==> config.mk <==
export PLATFORM = sky130hd
export DESIGN_NAME = cnt_shift_ctrl_flat
export DESIGN_NICKNAME = d
export VERILOG_FILES = /design/src/rtl/cnt_shift_ctrl_if.sv /design/src/rtl/cnt_shift_ctrl.sv /design/src/flat_wrapper.sv
export SDC_FILE = /design/constraint.sdc
export NUM_CORES = 1
export LEC_CHECK = 0
export CAP_MARGIN = 20
export CORE_AREA = 5 5 49 56
export DETAILED_ROUTE_END_ITERATION = 8
export DIE_AREA = 0 0 54 61
export HOLD_SLACK_MARGIN = 0.1
export PLACE_DENSITY = 0.78
export SYNTH_ARGS = -nofsm -noshare
export SYNTH_HDL_FRONTEND = slang
export SYNTH_SLANG_ARGS = --single-unit
==> constraint.sdc <==
create_clock -name clk -period 2.7 [get_ports clk]
set_clock_uncertainty 0.1 [all_clocks]
set_input_delay 0.405 -clock clk [delete_from_list [all_inputs] [get_ports clk]]
set_output_delay 0.405 -clock clk [all_outputs]
set_load 0.01 [all_outputs]
==> src/rtl/cnt_shift_ctrl_if.sv <==
// ----------------------------------------------------------------------------
// cnt_shift_ctrl_if
//   Output handshake of the serial frame receiver.
//   master : frame producer (drives data_out/data_valid, samples data_ready)
//   slave  : frame consumer (samples data_out/data_valid, drives data_ready)
//   DW must match the DW of the cnt_shift_ctrl instance it is bound to.
// ----------------------------------------------------------------------------
interface cnt_shift_ctrl_if #(
    parameter int DW = 8
);
    logic [DW-1:0] data_out;
    logic          data_valid;
    logic          data_ready;

    modport master (
        output data_out,
        output data_valid,
        input  data_ready
    );

    modport slave (
        input  data_out,
        input  data_valid,
        output data_ready
    );
endinterface

==> src/rtl/cnt_shift_ctrl.sv <==
// ----------------------------------------------------------------------------
// cnt_shift_ctrl
//   Moore FSM sequencing the cnt_shift datapath as a serial frame receiver.
//   A start level on si_line presets the counter and initialises the shift
//   register, shifting runs until the counter carry-out, the parallel word is
//   captured and offered on a valid/ready handshake. A watchdog aborts frames
//   whose carry-out never arrives.
//
// Ports
//   clk        in   system clock, rising edge
//   rst        in   synchronous reset, active low
//   si_line    in   serial line (idle 0, start level 1)
//   co         in   datapath counter carry-out
//   PO_sh      in   datapath parallel output [DW]
//   rst_sh     out  shift register reset (active high)
//   rst_cnt    out  counter reset (active high)
//   init_sh    out  shift register init
//   ld         out  counter preset load
//   en_sh      out  shift enable
//   en_cnt     out  count enable
//   ci         out  counter carry-in
//   busy       out  frame in progress
//   err_to     out  watchdog abort, one-cycle pulse
//   overrun    out  sticky: start level seen while holding a word
//   hs         if   master side of data_out/data_valid/data_ready
// ----------------------------------------------------------------------------
module cnt_shift_ctrl #(
    parameter int DW      = 8,
    parameter int TIMEOUT = 16,
    parameter int WDW     = 5
) (
    input  logic          clk,
    input  logic          rst,
    input  logic          si_line,
    input  logic          co,
    input  logic [DW-1:0] PO_sh,
    output logic          rst_sh,
    output logic          rst_cnt,
    output logic          init_sh,
    output logic          ld,
    output logic          en_sh,
    output logic          en_cnt,
    output logic          ci,
    output logic          busy,
    output logic          err_to,
    output logic          overrun,
    cnt_shift_ctrl_if.master hs
);

    typedef enum logic [2:0] {
        IDLE  = 3'd0,
        ARM   = 3'd1,
        SHIFT = 3'd2,
        CAPT  = 3'd3,
        HOLD  = 3'd4,
        ABORT = 3'd5
    } state_t;

    localparam logic [WDW-1:0] WD_LAST = WDW'(TIMEOUT - 1);

    state_t        state_q;
    logic [WDW-1:0] wd_q;
    logic [WDW-1:0] wd_d;
    logic [DW-1:0] data_q;
    logic          valid_q;
    logic          ovr_q;

    // Watchdog saturates so a long SHIFT can never wrap back below the limit.
    assign wd_d = (wd_q == WD_LAST) ? wd_q : wd_q + 1'b1;

    always_ff @(posedge clk) begin
        if (!rst) begin
            state_q <= IDLE;
            wd_q    <= '0;
            data_q  <= '0;
            valid_q <= 1'b0;
            ovr_q   <= 1'b0;
        end else begin
            case (state_q)
                IDLE: begin
                    if (si_line) state_q <= ARM;
                end
                ARM: begin
                    wd_q    <= '0;
                    state_q <= SHIFT;
                end
                SHIFT: begin
                    wd_q <= wd_d;
                    // Carry-out has priority over a coincident timeout.
                    if (co)                   state_q <= CAPT;
                    else if (wd_q == WD_LAST) state_q <= ABORT;
                end
                CAPT: begin
                    // Final shift lands on the edge leaving SHIFT, so the
                    // complete word is on PO_sh during CAPT.
                    data_q  <= PO_sh;
                    valid_q <= 1'b1;
                    state_q <= HOLD;
                end
                HOLD: begin
                    if (si_line) ovr_q <= 1'b1;
                    if (valid_q && hs.data_ready) begin
                        valid_q <= 1'b0;
                        state_q <= IDLE;
                    end
                end
                ABORT: begin
                    state_q <= IDLE;
                end
                default: begin
                    state_q <= IDLE;
                end
            endcase
        end
    end

    // Controls decode from state only; while rst is low the datapath is held
    // in reset and every other control is forced low.
    assign rst_sh  = !rst || (state_q == ABORT);
    assign rst_cnt = !rst || (state_q == ABORT);
    assign init_sh = rst && (state_q == ARM);
    assign ld      = rst && (state_q == ARM);
    assign en_sh   = rst && (state_q == SHIFT);
    assign en_cnt  = rst && (state_q == SHIFT);
    assign ci      = rst && (state_q == SHIFT);
    assign err_to  = rst && (state_q == ABORT);
    assign busy    = rst && (state_q != IDLE);
    assign overrun = ovr_q;

    assign hs.data_out   = data_q;
    assign hs.data_valid = valid_q;

endmodule

==> src/flat_wrapper.sv <==
// flat-port wrapper written by rule: the top's interface ports become plain ports
module cnt_shift_ctrl_flat 
#(
    parameter int DW      = 8,
    parameter int TIMEOUT = 16,
    parameter int WDW     = 5
)
  (clk, rst, si_line, co, PO_sh, rst_sh, rst_cnt, init_sh, ld, en_sh, en_cnt, ci, busy, err_to, overrun, hs_data_out, hs_data_valid, hs_data_ready);
  cnt_shift_ctrl_if #(.DW(DW)) hs_i ();
  input  logic clk;
  input  logic rst;
  input  logic si_line;
  input  logic co;
  input  logic [DW-1:0] PO_sh;
  output logic rst_sh;
  output logic rst_cnt;
  output logic init_sh;
  output logic ld;
  output logic en_sh;
  output logic en_cnt;
  output logic ci;
  output logic busy;
  output logic err_to;
  output logic overrun;
  output wire logic [$bits(hs_i.data_out)-1:0] hs_data_out;
  output wire logic [$bits(hs_i.data_valid)-1:0] hs_data_valid;
  input wire logic [$bits(hs_i.data_ready)-1:0] hs_data_ready;
  assign hs_data_out = hs_i.data_out;
  assign hs_data_valid = hs_i.data_valid;
  assign hs_i.data_ready = hs_data_ready;
  cnt_shift_ctrl #(.DW(DW), .TIMEOUT(TIMEOUT), .WDW(WDW)) u_core (.clk(clk), .rst(rst), .si_line(si_line), .co(co), .PO_sh(PO_sh), .rst_sh(rst_sh), .rst_cnt(rst_cnt), .init_sh(init_sh), .ld(ld), .en_sh(en_sh), .en_cnt(en_cnt), .ci(ci), .busy(busy), .err_to(err_to), .overrun(overrun), .hs(hs_i));
endmodule
==> flow_metrics.env, run 1 <==
export IMPL_status="complete, no violations"
export IMPL_grt_pass1_vias=909
export IMPL_fin_area_um2=1240
export IMPL_synth_cell_types=28
export IMPL_r2r_setup_slack_ns=0.54
export IMPL_synthCells=114
export IMPL_hold_depth=2
export IMPL_synth_ff_type="dfxtp_1"
export IMPL_via_count=904
export IMPL_crit_buf_inv=2
export IMPL_drive_gt1_share_pct=6.94
export IMPL_clock_sinks=18
export IMPL_die_y_um=61
export IMPL_post_cts_resized=0
export IMPL_ir_drop_mv=0.308
export IMPL_min_period_ns=2.45
export IMPL_ant_nets=0
export IMPL_p_per_area_nw_per_um2=469
export IMPL_start_kind="primary input"
export IMPL_crit_arrival_ns=1.94
export IMPL_rsz0062_at_grt="false"
export IMPL_synthArstFlopShare_pct=0
export IMPL_ys_seq_area_share_pct=41.5
export IMPL_synth_nets=129
export IMPL_p_leak_nw=0.431
export IMPL_io_pins=32
export IMPL_endpoint_kind="primary output"
export IMPL_fin_tns_setup_ns=0
export IMPL_dieArea_um2=3290
export IMPL_setup_viol=0
export IMPL_drv_cap=0
export IMPL_drc=0
export IMPL_r2r_start="u_core.wd_q[0]"
export IMPL_critical_path_startpoint="rst"
export IMPL_holdWs_ns=0.357
export IMPL_avgSynthCellArea_um2=7.62
export IMPL_diodes=0
export IMPL_rr_worst_depth=7
export IMPL_syn_to_final_growth_pct=42.4
export IMPL_die_width_um=54
export IMPL_drt_total_wl_um=2060
export IMPL_antenna_found_initial=0
export IMPL_synth_edf_count=0
export IMPL_place_inst=170
export IMPL_wl_per_cell_um=11.9
export IMPL_stdcell_count=174
export IMPL_slew_headroom_pct=74.9
export IMPL_grt_max_degree=21
export IMPL_path_delay_family="buffers and inverters"
export IMPL_layout_common_cells="clkdlybuf4s50_1 (31), dfxtp_1 (18), a21oi_1 (17)"
export IMPL_hold_buffers=0
export IMPL_worstSkewPairLatency_ns=0.29
export IMPL_ys_ff_latch=18
export IMPL_worstMarginPinSlew_ns=0.376
export IMPL_grt_use_total_pct=15.2
export IMPL_hold_viol=0
export IMPL_dp_hpwl_um=1580
export IMPL_slowest_stage="clkdlybuf4s50_1"
export IMPL_start_util_pct=40.6
export IMPL_crit_top_cell="clkdlybuf4s50_1"
export IMPL_rows=18
export IMPL_fin_crit_sh_pct=90.6
export IMPL_drv_slew=0
export IMPL_placed_area_um2=1200
export IMPL_cp_depth=4
export IMPL_vias_per_cell=5.20
export IMPL_grt_pass1_wl_um=3740
export IMPL_endpoint="en_sh"
export IMPL_fillers=206
export IMPL_critical_path_required_ns=2.19
export IMPL_cp_cell_sequence="clkdlybuf4s50_1, nand2b_1, nor3b_1, clkdlybuf4s50_1"
export IMPL_place_gp_congestion=0.763
export IMPL_hp_class="flip-flop to flip-flop"
export IMPL_critPathMaxFanout=4
export IMPL_ys_warn_count=0
export IMPL_final_common_cell="clkdlybuf4s50_1"
export IMPL_cts_buffers=3
export IMPL_clock_tree_root_cell="clkbuf_4"
export IMPL_fmax_mhz=409
export IMPL_coreArea_um2=2140
export IMPL_post_cts_buffers=0
export IMPL_drt_iter0_drc=28
export IMPL_htreeDepth=1
export IMPL_r2r_end="u_core.wd_q[3]"
export IMPL_clock_path_buffers=2
export IMPL_cts_tree="done"
export IMPL_drt_first_pass_iters=4
export IMPL_path_class="primary input to primary output"
export IMPL_grt_overflow_total=0
export IMPL_slowest_delay_ns=0.61
export IMPL_netlist_area_um2=868
export IMPL_finalNetCount=160
export IMPL_cts_clk_slew_worst_paths_ns=0.10
export IMPL_io_buffers=31
[kinds of logic after synthesis]
family / count (synthesis) / synth area share [%]
DFF: 18 / 41.5
AOI/OAI and AO/OA: 26 / 15.8
and+or+nand+nor: 55 / 32.3
adders and majority gates: 2 / 2.88
buffers and inverters: 13 / 7.49
[sequential cells by signal, indices dropped and copies added, names as in the netlist]
| name | flops |
|---|---|
| u_core.hs.data_out | 8 |
| u_core.wd_q | 5 |
| u_core.state_q | 3 |
| u_core.hs.data_valid | 1 |
| u_core.overrun | 1 |
[cells in the mapped netlist (2+ instances only)]
cell | n | area, um^2
nand3_1 | 11 | 55.1
buf_4 | 4 | 30.0
nor2_1 | 10 | 37.5
nor4_1 | 2 | 12.5
o21ai_0 | 4 | 20.0
ha_1 | 2 | 25.0
nand2_1 | 16 | 60.1
a21oi_1 | 17 | 85.1
dfxtp_1 | 18 | 360
inv_1 | 2 | 7.51
nor3b_1 | 2 | 15.0
or4_1 | 2 | 15.0
a31oi_1 | 2 | 12.5
clkbuf_1 | 5 | 18.8
nor2b_1 | 3 | 18.8
nand2b_1 | 2 | 12.5
[final cells by class]
type                            instances  area (um^2)  share of cell area [%]
Inverter                                3         11.3                   0.911
Timing Repair Buffer                   36          348                    28.1
Sequential cell                        18          360                    29.1
Multi-Input combinational cell         83          443                    35.8
Tap cell                               30         37.5                    3.04
Clock buffer                            4         36.3                    2.94
[metal layers]
layer | up-vias | part of all wire [%] | routed length, um | global-route usage (%)
li1 | 454 | - | - | -
met1 | 422 | 43 | 883 | 18.2
met2 | 22 | 51 | 1060 | 26.0
met3 | 6 | 3.6 | 74 | 1.72
met4 | 0 | 2.3 | 48 | 8.54
met5 | - | 0 | 0 | 0
[where the power goes]
part	leakage (nW)	internal [W]	switching, W	total, W
Sequential	0.146	0.000275	0.0000117	0.000287
Clock	0.0210	0.0000821	0.0000853	0.000167
Combinational	0.264	0.0000636	0.0000621	0.000126
[tightest hold or removal path, delay by kind of cell (launching register included)]
family             cells  cell delay, ns
DFF                    1            0.32
AOI/OAI and AO/OA      1            0.05
and+or+nand+nor        1            0.05
[stage by stage]
step	total power (W)	util, %	worst slack, ns
floorplan	0.000361	-	0.746
global placement	0.000415	56.1	0.270
detailed placement	0.000419	56.1	0.243
CTS	0.000580	57.8	0.220
global route	0.000613	57.8	0.105
finish	0.000580	57.8	0.254
[worst min-delay path by stage]
stage	start	endpoint	slack, ns
after floorplan	u_core.wd_q[4]	u_core.wd_q[4]	0.35
after global placement	u_core.hs.data_out[4]	u_core.hs.data_out[4]	0.34
after detailed placement	u_core.hs.data_out[5]	u_core.hs.data_out[5]	0.35
after CTS	u_core.hs.data_out[5]	u_core.hs.data_out[5]	0.36
after global routing	u_core.hs.data_out[2]	u_core.hs.data_out[2]	0.38
final	u_core.hs.data_out[5]	u_core.hs.data_out[5]	0.36
No activity file was read; power rests on OpenSTA's default activity.
==> run 2, diff against run 1 <==
--- a/config.mk
+++ b/config.mk
@@ -6,11 +6,12 @@
 export NUM_CORES = 1
 export LEC_CHECK = 0
 export CAP_MARGIN = 20
-export CORE_AREA = 5 5 49 56
+export CORE_AREA = 5 5 44 62
 export DETAILED_ROUTE_END_ITERATION = 8
-export DIE_AREA = 0 0 54 61
+export DIE_AREA = 0 0 49 67
 export HOLD_SLACK_MARGIN = 0.1
 export PLACE_DENSITY = 0.78
 export SYNTH_ARGS = -nofsm -noshare
 export SYNTH_HDL_FRONTEND = slang
 export SYNTH_SLANG_ARGS = --single-unit
+export TNS_END_PERCENT = 50
==> run 2 against run 1 <==
Net effect:
- critical path depth did not move
- cell area shrank 0.81%
- cell count decreased by 4.6%
- core utilization increased by 0.56 points
- setup slack improved by 0.0029 ns
- sequential power is essentially flat
- global-route usage fell by 0.98 points
- fmax increased by 0.12%
- total power is 0.49% higher
- critical path type unchanged
==> flow_metrics.env, run 2 (synthesized netlist as in run 1, its figures left out) <==
export IMPL_r2r_end="u_core.wd_q[3]"
export IMPL_finalNetCount=160
export IMPL_ant_nets=0
export IMPL_die_width_um=49
export IMPL_die_y_um=67
export IMPL_grt_pass1_wl_um=3710
export IMPL_cts_clk_slew_worst_paths_ns=0.10
export IMPL_grt_pass1_vias=890
export IMPL_start_util_pct=41.3
export IMPL_pwr_share_clk_pct=29.1
export IMPL_p_leak_nw=0.431
export IMPL_wl_per_cell_um=13.1
export IMPL_syn_to_final_growth_pct=41.2
export IMPL_grt_max_degree=23
export IMPL_rsz0062_at_grt="false"
export IMPL_fmax_mhz=409
export IMPL_worstSkewPairLatency_ns=0.30
export IMPL_place_gp_congestion=0.802
export IMPL_hp_class="flip-flop to flip-flop"
export IMPL_critPathMaxFanout=4
export IMPL_hold_depth=2
export IMPL_clock_tree_root_cell="clkbuf_4"
export IMPL_drt_total_wl_um=2170
export IMPL_largest_reg_flops=8
export IMPL_path_class="primary input to primary output"
export IMPL_fin_area_um2=1230
export IMPL_dieArea_um2=3280
export IMPL_path_delay_family="buffers and inverters"
export IMPL_drv_cap=0
export IMPL_slowest_delay_ns=0.60
export IMPL_setup_viol=0
export IMPL_endpoint_kind="primary output"
export IMPL_fin_crit_sh_pct=90.5
export IMPL_placed_area_um2=1190
export IMPL_final_common_cell="clkdlybuf4s50_1"
export IMPL_internal_power_w=0.000421
export IMPL_cp_cell_sequence="clkdlybuf4s50_1, nand2b_1, nor3b_1, clkdlybuf4s50_1"
export IMPL_vias_per_cell=5.39
export IMPL_coreArea_um2=2100
export IMPL_cts_buffers=3
export IMPL_fillers=203
export IMPL_place_ws_ns=0.252
export IMPL_post_cts_resized=0
export IMPL_seqCellArea_um2=360
export IMPL_netSwitchingFraction_pct=27.8
export IMPL_clock_path_buffers=2
export IMPL_p_per_area_nw_per_um2=475
export IMPL_post_cts_buffers=0
export IMPL_htreeDepth=1
export IMPL_drc=0
export IMPL_hold_end="u_core.hs.data_out[2]"
export IMPL_r2r_start="u_core.wd_q[0]"
export IMPL_ir_drop_mv=0.229
export IMPL_critical_path_startpoint="rst"
export IMPL_fin_util_pct=58.3
export IMPL_cts_tree="done"
export IMPL_clock_sinks=18
export IMPL_io_buffers=31
export IMPL_worst_slack_ns=0.257
export IMPL_via_count=894
export IMPL_antenna_found_initial=0
export IMPL_start_kind="primary input"
export IMPL_io_pins=32
export IMPL_grt_use_total_pct=14.2
export IMPL_critical_path_required_ns=2.19
export IMPL_slowest_stage="clkdlybuf4s50_1"
export IMPL_slew_headroom_pct=74.5
export IMPL_drv_slew=0
export IMPL_crit_buf_inv=2
export IMPL_min_period_ns=2.44
export IMPL_worstMarginPinSlew_ns=0.383
export IMPL_layout_common_cells="clkdlybuf4s50_1 (31), dfxtp_1 (18), a21oi_1 (17)"
export IMPL_hold_buffers=0
export IMPL_diodes=0
export IMPL_crit_arrival_ns=1.94
export IMPL_status="complete, no violations"
export IMPL_drive_gt1_share_pct=6.94
export IMPL_drt_first_pass_iters=4
export IMPL_hold_viol=0
export IMPL_p_comb_share_pct=21.8
export IMPL_rows=20
export IMPL_seqPwrFrac_pct=49.0
export IMPL_dp_hpwl_um=1660
export IMPL_grt_overflow_total=0
export IMPL_multi_input_area_um2=443
export IMPL_min_from="u_core.hs.data_out[2]"
export IMPL_p_switching_w=0.000162
export IMPL_fin_tns_setup_ns=0
export IMPL_r2r_setup_slack_ns=0.57
export IMPL_drt_iter0_drc=8
export IMPL_rr_worst_depth=7
export IMPL_crit_top_cell="clkdlybuf4s50_1"
-- run 2: cell counts in the layout (fill, tap and decap cells not counted) --
No cell type changed its count.
-- run 2: per-stage QoR --
step / std cells / hold WS [ns] / power (W)
3_3_place_gp: 162 / 0.342 / 0.000416
4_1_cts: 166 / 0.361 / 0.000589
6_report: 166 / 0.358 / 0.000583
3_5_place_dp: 162 / 0.346 / 0.000420
2_1_floorplan: 114 / 0.351 / 0.000361
5_1_grt: 166 / 0.393 / 0.000614
-- run 2: per-layer routing --
layer  global-route usage, %  up-vias  wire length, um  share of wire, %
met5                       0        -                0                 0
met4                    9.09        0               62               2.9
met3                    1.12        5               58               2.7
met2                    27.8       19             1180                54
met1                    13.9      414              873                40
li1                        -      456                -                 -
-- run 2: cell type report --
class,count,area share [%]
Multi-Input combinational cell,83,36.1
Sequential cell,18,29.4
Timing Repair Buffer,36,28.4
Clock buffer,4,2.96
Tap cell,22,2.24
Inverter,3,0.918
-- run 2: tightest hold or removal path, cell delays in order (launching register included) --
cell and delay [ns]:
dfxtp_1 0.32, nand2_1 0.05, a21oi_1 0.05
-- run 2: how the worst max path moves through the flow --
stage | to | cells past startpoint | slack, ns
2_1_floorplan | u_core.wd_q[4] | 6 | 0.75
3_3_place_gp | ci | 4 | 0.27
3_5_place_dp | ci | 4 | 0.25
4_1_cts | ci | 4 | 0.23
5_1_grt | ci | 4 | 0.14
6_report | ci | 4 | 0.26
-- run 2: power groups by stage --
stage / logic [W] / registers, W / clock network (W)
floorplan: 0.0000712 / 0.000290 / 0
global placement: 0.000125 / 0.000291 / 0
detailed placement: 0.000128 / 0.000292 / 0
CTS: 0.000129 / 0.000286 / 0.000175
global route: 0.000140 / 0.000288 / 0.000186
finish: 0.000127 / 0.000286 / 0.000170
==> run 3, diff against run 2 <==
--- a/config.mk
+++ b/config.mk
@@ -9,8 +9,10 @@
 export CORE_AREA = 5 5 44 62
 export DETAILED_ROUTE_END_ITERATION = 8
 export DIE_AREA = 0 0 49 67
+export GPL_TIMING_DRIVEN = 0
 export HOLD_SLACK_MARGIN = 0.1
 export PLACE_DENSITY = 0.78
+export SKIP_CTS_REPAIR_TIMING = 1
 export SYNTH_ARGS = -nofsm -noshare
 export SYNTH_HDL_FRONTEND = slang
 export SYNTH_SLANG_ARGS = --single-unit
==> run 3 against run 2 <==
Net effect:
- die area is the same
- flip-flop and latch count is the same
- cell count grew 4.8%
- cell area grew 4.3%
- wire length grew 5.5%
- first-iteration DRC count grew to 2.5 times the previous value
- via count grew 5.9%
- critical path depth grew 1
- largest cell class unchanged
==> flow_metrics.env, run 3 (synthesized netlist as in run 1, its figures left out) <==
export IMPL_place_inst=167
export IMPL_wl_per_cell_um=13.2
export IMPL_grt_use_total_pct=15.2
export IMPL_critPathMaxFanout=10
export IMPL_dieArea_um2=3280
export IMPL_p_per_area_nw_per_um2=461
export IMPL_drt_total_wl_um=2290
export IMPL_hp_class="flip-flop to flip-flop"
export IMPL_rows=20
export IMPL_layout_common_cells="clkdlybuf4s50_1 (30), dfxtp_1 (18), a21oi_1 (17)"
export IMPL_status="complete, no violations"
export IMPL_fin_tns_setup_ns=0
export IMPL_start_kind="flip-flop"
export IMPL_worstSkewPairLatency_ns=0.29
export IMPL_io_buffers=31
export IMPL_die_width_um=49
export IMPL_vias_per_cell=5.44
export IMPL_grt_overflow_total=0
export IMPL_drc=0
export IMPL_clock_path_buffers=2
export IMPL_drv_cap=0
export IMPL_largest_reg_flops=8
export IMPL_diodes=0
export IMPL_p_leak_nw=0.467
export IMPL_hold_viol=0
export IMPL_antenna_found_initial=0
export IMPL_crit_arrival_ns=2.05
export IMPL_fmax_mhz=391
export IMPL_endpoint_kind="primary output"
export IMPL_setup_viol=0
export IMPL_drive_gt1_share_pct=11.2
export IMPL_syn_to_final_growth_pct=47.3
export IMPL_grt_pass1_wl_um=3980
export IMPL_min_period_ns=2.56
export IMPL_path_class="flip-flop to primary output"
export IMPL_final_common_cell="clkdlybuf4s50_1"
export IMPL_ant_nets=0
export IMPL_clock_tree_root_cell="clkbuf_4"
export IMPL_fin_area_um2=1280
export IMPL_finalNetCount=168
export IMPL_io_pins=32
export IMPL_drt_first_pass_iters=4
export IMPL_rsz0062_at_grt="true"
export IMPL_drt_iter0_drc=20
export IMPL_coreArea_um2=2100
export IMPL_clock_sinks=18
export IMPL_fin_util_pct=60.8
export IMPL_cts_tree="done"
export IMPL_drv_slew=0
export IMPL_dp_hpwl_um=1740
export IMPL_placed_area_um2=1210
export IMPL_fin_crit_sh_pct=94.8
export IMPL_place_gp_congestion=0.777
export IMPL_cts_buffers=3
export IMPL_cts_clk_slew_worst_paths_ns=0.11
export IMPL_start_util_pct=41.3
export IMPL_grt_max_degree=11
export IMPL_die_y_um=67
export IMPL_critical_path_required_ns=2.19
export IMPL_ir_drop_mv=0.317
export IMPL_stdcell_count=174
export IMPL_htreeDepth=1
export IMPL_worstMarginPinSlew_ns=0.431
export IMPL_holdWs_ns=0.355
export IMPL_grt_pass1_vias=986
export IMPL_slew_headroom_pct=71.3
export IMPL_via_count=947
## run 3: critical path, cell delays in order, from the launching register on
cell	delay, ns
dfxtp_1	0.50
clkbuf_1	0.40
nand2_1	0.12
nand2_1	0.11
buf_4	0.10
clkdlybuf4s50_1	0.52
## run 3: final cells by class
class,instances,area (um^2)
timing repair buffer,34,335
inverter,3,15.0
multi-input combinational,83,448
sequential,18,360
buffer,10,56.3
clock buffer,4,36.3
tap,22,27.5
fill,184,823
## run 3: per-stage QoR
step | setup slack (ns) | total power (W)
detailed placement | -0.0800 | 0.000423
global placement | -0.0559 | 0.000419
finish | 0.141 | 0.000589
global route | -0.0107 | 0.000622
floorplan | 0.746 | 0.000361
CTS | -0.0767 | 0.000587
## run 3: final timing paths
check / startpoint / to / slack, ns / cells after the start
setup / recovery: u_core.state_q[2] / rst_sh / 0.14 / 5
hold / removal: u_core.hs.data_out[7] / u_core.hs.data_out[7] / 0.35 / 2
setup reg to reg: u_core.wd_q[0] / u_core.wd_q[3] / 0.50 / 7
hold reg to reg: u_core.hs.data_out[7] / u_core.hs.data_out[7] / 0.35 / 2
## run 3: power by group
group | switching (W) | leakage, nW | internal (W)
logic | 0.0000695 | 0.301 | 0.0000682
clock network | 0.0000846 | 0.0210 | 0.0000822
registers | 0.00000946 | 0.146 | 0.000275
## run 3: routing by layer
layer | up-vias | routed length (um) | GRT usage (%)
met5 | - | 0 | 0
met4 | 0 | 52 | 10.1
met3 | 6 | 120 | 2.68
met2 | 39 | 1240 | 29.1
met1 | 431 | 881 | 14.4
li1 | 471 | - | -
